$ cat src/rtl/isq_pkg.sv
// Shared issue-queue definitions: ROB state encodings, packet field positions,
// and the robid age comparison used by both the age buffer and the skid buffer.
package isq_pkg;

    localparam int ISQ_DATA_WIDTH   = 248;
    localparam int ISQ_ROB_SIZE_LOG = 6;
    localparam int ISQ_ROBID_MSB    = 247;
    localparam int ISQ_ROBID_LSB    = 241;

    typedef enum logic [1:0] {
        ROB_STATE_NORMAL   = 2'd0,
        ROB_STATE_ROLLBACK = 2'd1,
        ROB_STATE_STALL    = 2'd2,
        ROB_STATE_RESERVED = 2'd3
    } rob_state_e;

    // Where a slot's next contents come from.
    typedef enum logic [1:0] {
        SRC_NONE = 2'd0,
        SRC_S0   = 2'd1,
        SRC_S1   = 2'd2,
        SRC_IN   = 2'd3
    } slot_src_e;

    // Wrap bits differing invert the low-bit ordering; equal robids are not younger.
    function automatic logic is_younger(
        input logic [ISQ_ROB_SIZE_LOG:0] flush_robid,
        input logic [ISQ_ROB_SIZE_LOG:0] robid
    );
        return flush_robid[ISQ_ROB_SIZE_LOG] ^ robid[ISQ_ROB_SIZE_LOG] ^
               (flush_robid[ISQ_ROB_SIZE_LOG-1:0] < robid[ISQ_ROB_SIZE_LOG-1:0]);
    endfunction

endpackage

$ cat src/rtl/isq_skid_slot.sv
// One skid-buffer entry: valid bit plus packet data, with clear, shift-in and load.
module isq_skid_slot
    import isq_pkg::*;
#(
    parameter int DATA_WIDTH = ISQ_DATA_WIDTH
) (
    input  logic                  clock,
    input  logic                  reset_n,
    input  logic                  i_clear,
    input  logic                  i_shift,
    input  logic [DATA_WIDTH-1:0] i_shift_data,
    input  logic                  i_load,
    input  logic [DATA_WIDTH-1:0] i_load_data,
    output logic                  o_valid,
    output logic [DATA_WIDTH-1:0] o_data
);

    logic                  r_valid;
    logic [DATA_WIDTH-1:0] r_data;

    // Entry register; clear wins so an empty slot always holds zero data.
    always_ff @(posedge clock or negedge reset_n) begin
        if (!reset_n) begin
            r_valid <= 1'b0;
            r_data  <= {DATA_WIDTH{1'b0}};
        end else if (i_clear) begin
            r_valid <= 1'b0;
            r_data  <= {DATA_WIDTH{1'b0}};
        end else if (i_shift) begin
            r_valid <= 1'b1;
            r_data  <= i_shift_data;
        end else if (i_load) begin
            r_valid <= 1'b1;
            r_data  <= i_load_data;
        end else begin
            r_valid <= r_valid;
            r_data  <= r_data;
        end
    end

    assign o_valid = r_valid;
    assign o_data  = r_data;

endmodule

$ cat src/rtl/isq_issue_skid.sv
// Two-entry registered skid buffer between the issue-queue select and execute,
// squashing held or incoming packets younger than a rollback flush robid.
module isq_issue_skid
    import isq_pkg::*;
#(
    parameter int DATA_WIDTH   = ISQ_DATA_WIDTH,
    parameter int ROB_SIZE_LOG = ISQ_ROB_SIZE_LOG,
    parameter int ROBID_MSB    = ISQ_ROBID_MSB,
    parameter int ROBID_LSB    = ISQ_ROBID_LSB
) (
    input  logic                    clock,
    input  logic                    reset_n,
    input  logic [DATA_WIDTH-1:0]   in_data,
    input  logic                    in_valid,
    output logic                    in_ready,
    output logic [DATA_WIDTH-1:0]   out_data,
    output logic                    out_valid,
    input  logic                    out_ready,
    input  logic [1:0]              rob_state,
    input  logic                    flush_valid,
    input  logic [ROB_SIZE_LOG:0]   flush_robid,
    output logic [1:0]              occupancy
);

    logic                  w_v0;
    logic                  w_v1;
    logic [DATA_WIDTH-1:0] w_d0;
    logic [DATA_WIDTH-1:0] w_d1;
    logic                  w_pop;
    logic                  w_push;
    logic                  w_kill_en;
    logic                  w_kill_s0;
    logic                  w_kill_s1;
    logic                  w_kill_in;
    slot_src_e             w_a0;
    slot_src_e             w_a1;
    slot_src_e             w_n0;
    slot_src_e             w_n1;

    function automatic logic survives(
        input slot_src_e src,
        input logic      kill_s0,
        input logic      kill_s1,
        input logic      kill_in
    );
        case (src)
            SRC_S0:  return !kill_s0;
            SRC_S1:  return !kill_s1;
            SRC_IN:  return !kill_in;
            default: return 1'b0;
        endcase
    endfunction

    assign w_pop     = w_v0 && out_ready;
    assign w_push    = in_valid && !w_v1;
    assign w_kill_en = flush_valid && (rob_state == ROB_STATE_ROLLBACK);
    assign w_kill_s0 = w_kill_en && is_younger(flush_robid, w_d0[ROBID_MSB:ROBID_LSB]);
    assign w_kill_s1 = w_kill_en && is_younger(flush_robid, w_d1[ROBID_MSB:ROBID_LSB]);
    assign w_kill_in = w_kill_en && is_younger(flush_robid, in_data[ROBID_MSB:ROBID_LSB]);

    // Next-slot sources: pop shifts, push fills lowest free, kill drops then compacts.
    always_comb begin
        w_a0 = w_v0 ? SRC_S0 : SRC_NONE;
        w_a1 = w_v1 ? SRC_S1 : SRC_NONE;
        if (w_pop) begin
            w_a0 = w_a1;
            w_a1 = SRC_NONE;
        end else begin
            w_a1 = w_a1;
        end
        if (w_push) begin
            if (w_a0 == SRC_NONE) begin
                w_a0 = SRC_IN;
            end else begin
                w_a1 = SRC_IN;
            end
        end else begin
            w_a0 = w_a0;
        end
        if (survives(w_a0, w_kill_s0, w_kill_s1, w_kill_in)) begin
            w_n0 = w_a0;
            w_n1 = survives(w_a1, w_kill_s0, w_kill_s1, w_kill_in) ? w_a1 : SRC_NONE;
        end else begin
            w_n0 = survives(w_a1, w_kill_s0, w_kill_s1, w_kill_in) ? w_a1 : SRC_NONE;
            w_n1 = SRC_NONE;
        end
    end

    isq_skid_slot #(.DATA_WIDTH(DATA_WIDTH)) u_slot0 (
        .clock        (clock),
        .reset_n      (reset_n),
        .i_clear      (w_n0 == SRC_NONE),
        .i_shift      (w_n0 == SRC_S1),
        .i_shift_data (w_d1),
        .i_load       (w_n0 == SRC_IN),
        .i_load_data  (in_data),
        .o_valid      (w_v0),
        .o_data       (w_d0)
    );

    // The tail never receives the head, so its shift path is unused.
    isq_skid_slot #(.DATA_WIDTH(DATA_WIDTH)) u_slot1 (
        .clock        (clock),
        .reset_n      (reset_n),
        .i_clear      (w_n1 == SRC_NONE),
        .i_shift      (1'b0),
        .i_shift_data ({DATA_WIDTH{1'b0}}),
        .i_load       (w_n1 == SRC_IN),
        .i_load_data  (in_data),
        .o_valid      (w_v1),
        .o_data       (w_d1)
    );

    assign in_ready  = !w_v1;
    assign out_valid = w_v0;
    assign out_data  = {DATA_WIDTH{w_v0}} & w_d0;
    assign occupancy = {1'b0, w_v0} + {1'b0, w_v1};

endmodule

$ cat config.mk
export PLATFORM = sky130hd
export DESIGN_NAME = isq_issue_skid
export DESIGN_NICKNAME = d
export VERILOG_FILES = /design/src/rtl/isq_pkg.sv /design/src/rtl/isq_skid_slot.sv /design/src/rtl/isq_issue_skid.sv
export SDC_FILE = /design/constraint.sdc
export NUM_CORES = 1
export LEC_CHECK = 0
export BUFFER_PORTS_ARGS = -buffer_cell sky130_fd_sc_hd__buf_4
export CAP_MARGIN = 25
export CORE_MARGIN = 2
export CORE_UTILIZATION = 50
export DETAILED_ROUTE_END_ITERATION = 10
export PLACE_DENSITY = 0.78
export SKIP_LAST_GASP = 1
export SYNTH_ARGS = -nofsm -noshare
export SYNTH_HDL_FRONTEND = slang
export SYNTH_SLANG_ARGS = --single-unit
$ cat constraint.sdc
create_clock -name clock -period 3.7 [get_ports clock]
set_clock_uncertainty 0.15 [all_clocks]
set_input_delay 0.185 -clock clock [delete_from_list [all_inputs] [get_ports clock]]
set_output_delay 0.185 -clock clock [all_outputs]
set_load 0.01 [all_outputs]
==> results of run 1 <==
worst paths after layout:
path | start | to | slack [ns] | cells past startpoint
setup reg to reg | u_slot1.o_data[242]$_DFFE_PN0P_ | u_slot1.o_data[54]$_DFFE_PN0P_ | 0.42 | 11
hold reg to reg | u_slot1.o_data[116]$_DFFE_PN0P_ | u_slot1.o_data[116]$_DFFE_PN0P_ | 0.33 | 2
setup / recovery | in_data[244] | u_slot1.o_data[54]$_DFFE_PN0P_ | 0.42 | 13
hold / removal | in_valid | u_slot0.o_data[247]$_DFFE_PN0P_ | 0.05 | 4
max in group asynchronous | reset_n | u_slot1.o_data[9]$_DFFE_PN0P_ | 2.12 | 3
min in group asynchronous | reset_n | u_slot1.o_data[193]$_DFFE_PN0P_ | 0.14 | 2
flip-flops by register name, summed over array words and instances (netlist names):
| name | count |
|---|---|
| u_slot1.o_data | 248 |
| u_slot1.o_valid | 1 |
| u_slot0.o_valid | 1 |
| u_slot0.o_data | 248 |
cells in the mapped netlist, types with 4 or more instances:
library cell and number:
dfrtp_1 498, nand2_1 498, and2_1 253, a221o_1 247, nand2b_1 247, a211oi_1 244, o21ai_0 243, clkbuf_1 204
buf_2 42, ha_1 17, inv_1 16, buf_4 15, a21oi_1 11, buf_1 8, o31ai_1 6, buf_6 4
xor2_1 4
routing by layer:
metal | GRT usage | vias to the layer above | share of wire
met5 | 0 | - | 0
met1 | 0.395 | 11300 | 0.40
met2 | 0.482 | 1094 | 0.48
li1 | - | 10300 | -
met4 | 0.150 | 0 | 0.049
met3 | 0.0499 | 271 | 0.069
worst max-delay path, delay by kind of cell:
| kind | cells | cell delay (ns) |
|---|---|---|
| xor gates and xnor gates | 1 | 0.37 |
| AOI/OAI and AO/OA | 5 | 0.89 |
| buffers and inverters | 4 | 1.12 |
| and+or+nand+nor | 1 | 0.25 |
| adders and majority gates | 2 | 0.52 |
cell families (layout without fill, tap and decap cells):
logic type | Yosys count | after routing | share of synthesized area
fa+ha+maj | 17 | 17 | 0.00860
other cells | 0 | 10 | 0
compound gates | 760 | 760 | 0.231
xor+xnor | 7 | 7 | 0.00324
flops | 498 | 498 | 0.504
simple gates | 1004 | 1004 | 0.203
buf+inv | 290 | 915 | 0.0496
mux | 1 | 1 | 0.000405
cell usage in the layout, fill, tap and decap left out, drive strengths merged, types with 10 or more instances in the layout:
cell / instances
buf: 556
nand2b: 247
dlygate4sd3: 250
diode: 10
a21oi: 11
a221o: 247
and2: 253
a211oi: 247
dfrtp: 498
o21ai: 244
inv: 17
ha: 17
clkbuf: 77
nand2: 498
power by group through the flow:
stage,clock (mW),sequential [mW],combinational [mW]
6_report,5.45,8.52,9.57
5_1_grt,5.71,8.69,10.3
4_1_cts,5.50,8.43,9.44
3_5_place_dp,0,8.49,9.20
3_3_place_gp,0,8.41,9.00
2_1_floorplan,0,8.06,5.92
timing repair:
action | 4_1_cts | 5_1_grt
endpoints found under the hold margin | 590 | 0
hold buffers | 250 | 0
endpoints found under the setup margin | 0 | 0
layout make-up:
type,instances,area [µm²]
Sequential cell,498,12500
Clock inverter,15,230
Clock buffer,77,1530
Inverter,17,63.8
Fill cell,3567,15700
Timing Repair Buffer,806,6970
Antenna cell,10,25.0
Tap cell,664,831
Multi-Input combinational cell,1789,11100
==> results.md, run 1 <==
- Fmax: 304 MHz
- Syn Area/Cell: 9.60 µm²
- Die Area: 51300 µm²
- Die height: 226 µm
- Pre-CTS setup slack: 0.646 ns
- Final period util: 0.888
- VDD IR-drop max: 0.00130 V
- Yosys reg bits: 498
- Setup TNS: 0 ns
- EDFF count, synth: 0
- RSZ-0062 raised after global routing: false
- Initial antenna violation count: 8
- GR Util All Layers: 0.300
- Htree depth: 2
- Seq/Total Area, Yosys: 0.504
- Outcome: completed
- Area Overhead vs Synth: 34.1%
- Final non-filler cell total: 3876
- Critical-path cell list: dlygate4sd3_1 -> buf_4 -> inv_1 -> ha_1 -> a21oi_1 -> o221ai_1 -> xnor2_1 -> a21oi_1 -> o21ai_1 -> ha_4 -> buf_12 -> nand2b_1 -> o21ai_0
- Maxcap violations: 0
- Post-DP HPWL: 45.1 mm
- Pint: 14.5 mW
- Predominant post-synthesis flop cell: dfrtp_1
- CP Capture Type: flip-flop
- Hold slack: 0.0482 ns
- Cell taking the most area after synthesis: dfrtp_1
- Clock transition at path regs: 0.06 ns
- CTS tree: yes
- Placed Area: 28900 µm²
- Syn Inst Count: 2577
- Worst Path Max Fanout: 156
- Layout cells sized above 1: 0.201
- Sink Count: 498
- Grt total ovfl: 0
- Final GP Congestion: 0.826
- CP max-delay cell: dlygate4sd3_1
- Via count: 23000
- CTS buffer count: 53
- Most area-consuming cells after synthesis: dfrtp_1 (50%), a221o_1 (10%), nand2_1 (7.6%)
- Kind of start point of the critical path: input port
- Clock Latency Late Sink: 0.58 ns
- Combinational fraction of design power: 0.407
- Total Wirelength: 78.9 mm
- Max-slew violation count: 0
- Synth Net Count: 2856
- First-pass DRT Iterations: 5
- Count of different cell masters after synthesis: 33
- Required @ worst endpoint: 3.99 ns
- Sw frac: 0.384
- Number of DRC markers in iteration 0: 2224
- Root Buffer: clkbuf_16
- Final hold vios: 0
- NumNets Final: 3444
- Largest net degree at the start of global routing: 251
- Power share of the clock group: 0.231
- Die width: 226 µm
- FFs w/ async S/R, synth: 1.00
- Post-CTS Setup Bufs: 0
- Final Util: 0.679
- Pleak: 14.5 nW
- Antenna-violating nets left: 0
- Core Area: 48800 µm²
- PwrDens: 709 nW/µm²
- First-pass GRT wire length: 124 mm
- Setup CP Type: input port to flip-flop
- Worst rel slew slack: 0.308
- Mapped cell area: 24700 µm²
- Initial Util: 0.507
- Placed insts: 3523
- CP arrival: 3.57 ns
- Final setup viols: 0
- Tot Pwr: 23.5 mW
- Yosys top cell area share: 0.504
- IO Port Bufs: 513
- Psw: 9.04 mW
- Via/cell ratio: 5.93
- Crit path largest cell delay: 0.57 ns
- Synth warn: 0
- Sequential share of power: 0.362
- Final min period: 3.28 ns
- Final WS setup: 0.415 ns
- Final instance area: 33200 µm²
- Worst Hold Class: input port to flip-flop
- Maximum root-to-sink buffer count: 3
- Ports: 514
- Resized cells post-CTS: 0
- DRC: 0
- Crit-path most repeated cell: a21oi_1
- Rows: 81
- WL/cell: 20.4 µm
- Least-Margin Pin Slew: 1.04 ns
- Vias in the first global route: 22800
No activity file was read; power rests on OpenSTA's default activity.
==> inputs of run 2 (changes only) <==
--- a/config.mk
+++ b/config.mk
@@ -11,6 +11,7 @@
 export CORE_UTILIZATION = 50
 export DETAILED_ROUTE_END_ITERATION = 10
 export PLACE_DENSITY = 0.78
+export REMOVE_ABC_BUFFERS = 1
 export SKIP_LAST_GASP = 1
 export SYNTH_ARGS = -nofsm -noshare
 export SYNTH_HDL_FRONTEND = slang
==> run 2 against run 1 <==
- die area unchanged
- sequential share of layout area down 0.15 points
- via count up 0.54%
- critical path depth down 3
==> results.md, run 2 (synthesized netlist as in run 1, its figures left out) <==
- Outcome: completed
- Resized cells post-CTS: 0
- Sw frac: 0.382
- WL/cell: 20.5 µm
- Placed Area: 29000 µm²
- VDD IR-drop max: 0.000960 V
- Die width: 226 µm
- Sequential share of power: 0.358
- Rows: 81
- Worst Hold Class: input port to async pin
- Setup TNS: 0 ns
- RSZ-0062 raised after global routing: false
- Initial antenna violation count: 4
- Psw: 9.07 mW
- Number of DRC markers in iteration 0: 2498
- Largest net degree at the start of global routing: 251
- Setup CP Type: flip-flop to flip-flop
- Final setup viols: 0
- Most frequent cells in the layout: buf_4 (535), nand2_1 (498), dfrtp_1 (496)
- Area Overhead vs Synth: 34.7%
- CTS tree: yes
- Die height: 226 µm
- Area of the multi-input gates: 11100 µm²
- Fmax: 296 MHz
- CTS buffer count: 52
- Final min period: 3.38 ns
- CP arrival: 3.68 ns
- Via/cell ratio: 5.96
- Kind of start point of the critical path: flip-flop
- Max-slew violation count: 0
- Layout cells sized above 1: 0.206
- GR Util All Layers: 0.302
- Combinational fraction of design power: 0.409
- Initial Util: 0.507
- First-pass DRT Iterations: 5
- Final Util: 0.682
- PwrDens: 712 nW/µm²
- Pleak: 14.6 nW
- Pint: 14.7 mW
- Tot Pwr: 23.7 mW
- Sink Count: 498
- Required @ worst endpoint: 4.01 ns
- Storage element area: 12500 µm²
- Clock transition at path regs: 0.06 ns
- First-pass GRT wire length: 124 mm
- # fillers: 3457
- Core Area: 48800 µm²
- Power share of the clock group: 0.233
- Maxcap violations: 0
- Clock Latency Late Sink: 0.58 ns
- Root Buffer: clkbuf_16
- Via count: 23100
- IO Port Bufs: 513
- Antenna-violating nets left: 0
- CP Capture Type: flip-flop
- Htree depth: 2
- NumNets Final: 3449
- Ports: 514
- Vias in the first global route: 22800
- Worst rel slew slack: 0.171
- Grt total ovfl: 0
- Most common cell after layout, fill and taps aside: buf_4
- Worst Path Max Fanout: 73
- Final hold vios: 0
- Die Area: 51300 µm²
- Least-Margin Pin Slew: 1.24 ns
- Maximum root-to-sink buffer count: 3
- Final GP Congestion: 0.831
- Final period util: 0.912
- Post-DP HPWL: 45.8 mm
- Total Wirelength: 79.5 mm
- Hold slack: 0.0519 ns
- Final instance area: 33300 µm²
- DRC: 0
run 2: cell types whose count changed in the layout (fill, tap and decap cells not counted):
| cell | change |
|---|---|
| diode_2 | -8 |
| clkbuf_1 | -6 |
| clkbuf_8 | +6 |
| buf_12 | +5 |
| clkinv_2 | +3 |
| buf_4 | +2 |
| buf_16 | -1 |
| bufinv_16 | -1 |
| clkinvlp_4 | +1 |
| inv_6 | +1 |
run 2: path summary, 6_finish.rpt:
path,from,endpoint,slack [ns],cells after the start
max in group asynchronous,reset_n,u_slot0.o_data[175]$_DFFE_PN0P_,2.05,4
setup reg to reg,u_slot0.o_data[246]$_DFFE_PN0P_,u_slot0.o_data[164]$_DFFE_PN0P_,0.32,10
setup / recovery,u_slot0.o_data[246]$_DFFE_PN0P_,u_slot0.o_data[164]$_DFFE_PN0P_,0.32,10
min in group clock,in_valid,u_slot0.o_data[247]$_DFFE_PN0P_,0.09,4
hold reg to reg,u_slot1.o_data[140]$_DFFE_PN0P_,u_slot1.o_data[140]$_DFFE_PN0P_,0.33,2
hold / removal,reset_n,u_slot0.o_data[164]$_DFFE_PN0P_,0.05,2
run 2: routing by layer:
metal,routed length (µm),global-route usage,vias to the layer above
met3,5860,0.0525,238
met2,38000,0.480,1196
li1,-,-,10300
met1,32100,0.409,11400
met4,3450,0.129,4
met5,22,0,-
run 2: layout make-up:
cell class | instances | area share
Clock inverter | 19 | 0.00695
Timing Repair Buffer | 812 | 0.212
Clock buffer | 77 | 0.0476
Sequential cell | 498 | 0.374
Tap cell | 664 | 0.0249
Multi-Input combinational cell | 1789 | 0.333
Inverter | 17 | 0.00192
Antenna cell | 2 | 0.000150
run 2: critical path: stages (launching register included):
cell and delay (ns):
dfrtp_1 0.37, inv_1 0.06, ha_1 0.29, a21oi_1 0.16
o21ai_0 0.14, a21o_1 0.20, a211oi_4 0.35, buf_12 0.36
buf_4 0.62, a211oi_1 0.14, a221o_1 0.33
run 2: per-stage QoR:
step | instances | worst slack [ns]
floorplan | 2304 | -28.36
global placement | 3530 | 0.543
detailed placement | 3530 | 0.455
CTS | 3876 | 0.415
global route | 3878 | 0.153
finish | 3878 | 0.325
run 2: power by group through the flow:
stage                     logic [mW]  clock network, mW  registers (mW)
final                           9.70               5.54            8.50
after global routing            10.5               5.83            8.66
after CTS                       9.56               5.60            8.42
after detailed placement        9.32                  0            8.48
after global placement          9.09                  0            8.41
after floorplan                 4.78                  0            8.00
run 2: repair_timing:
item	CTS	global route
endpoints found under the hold margin	575	0
buffers inserted	0	0
hold buffers	250	0
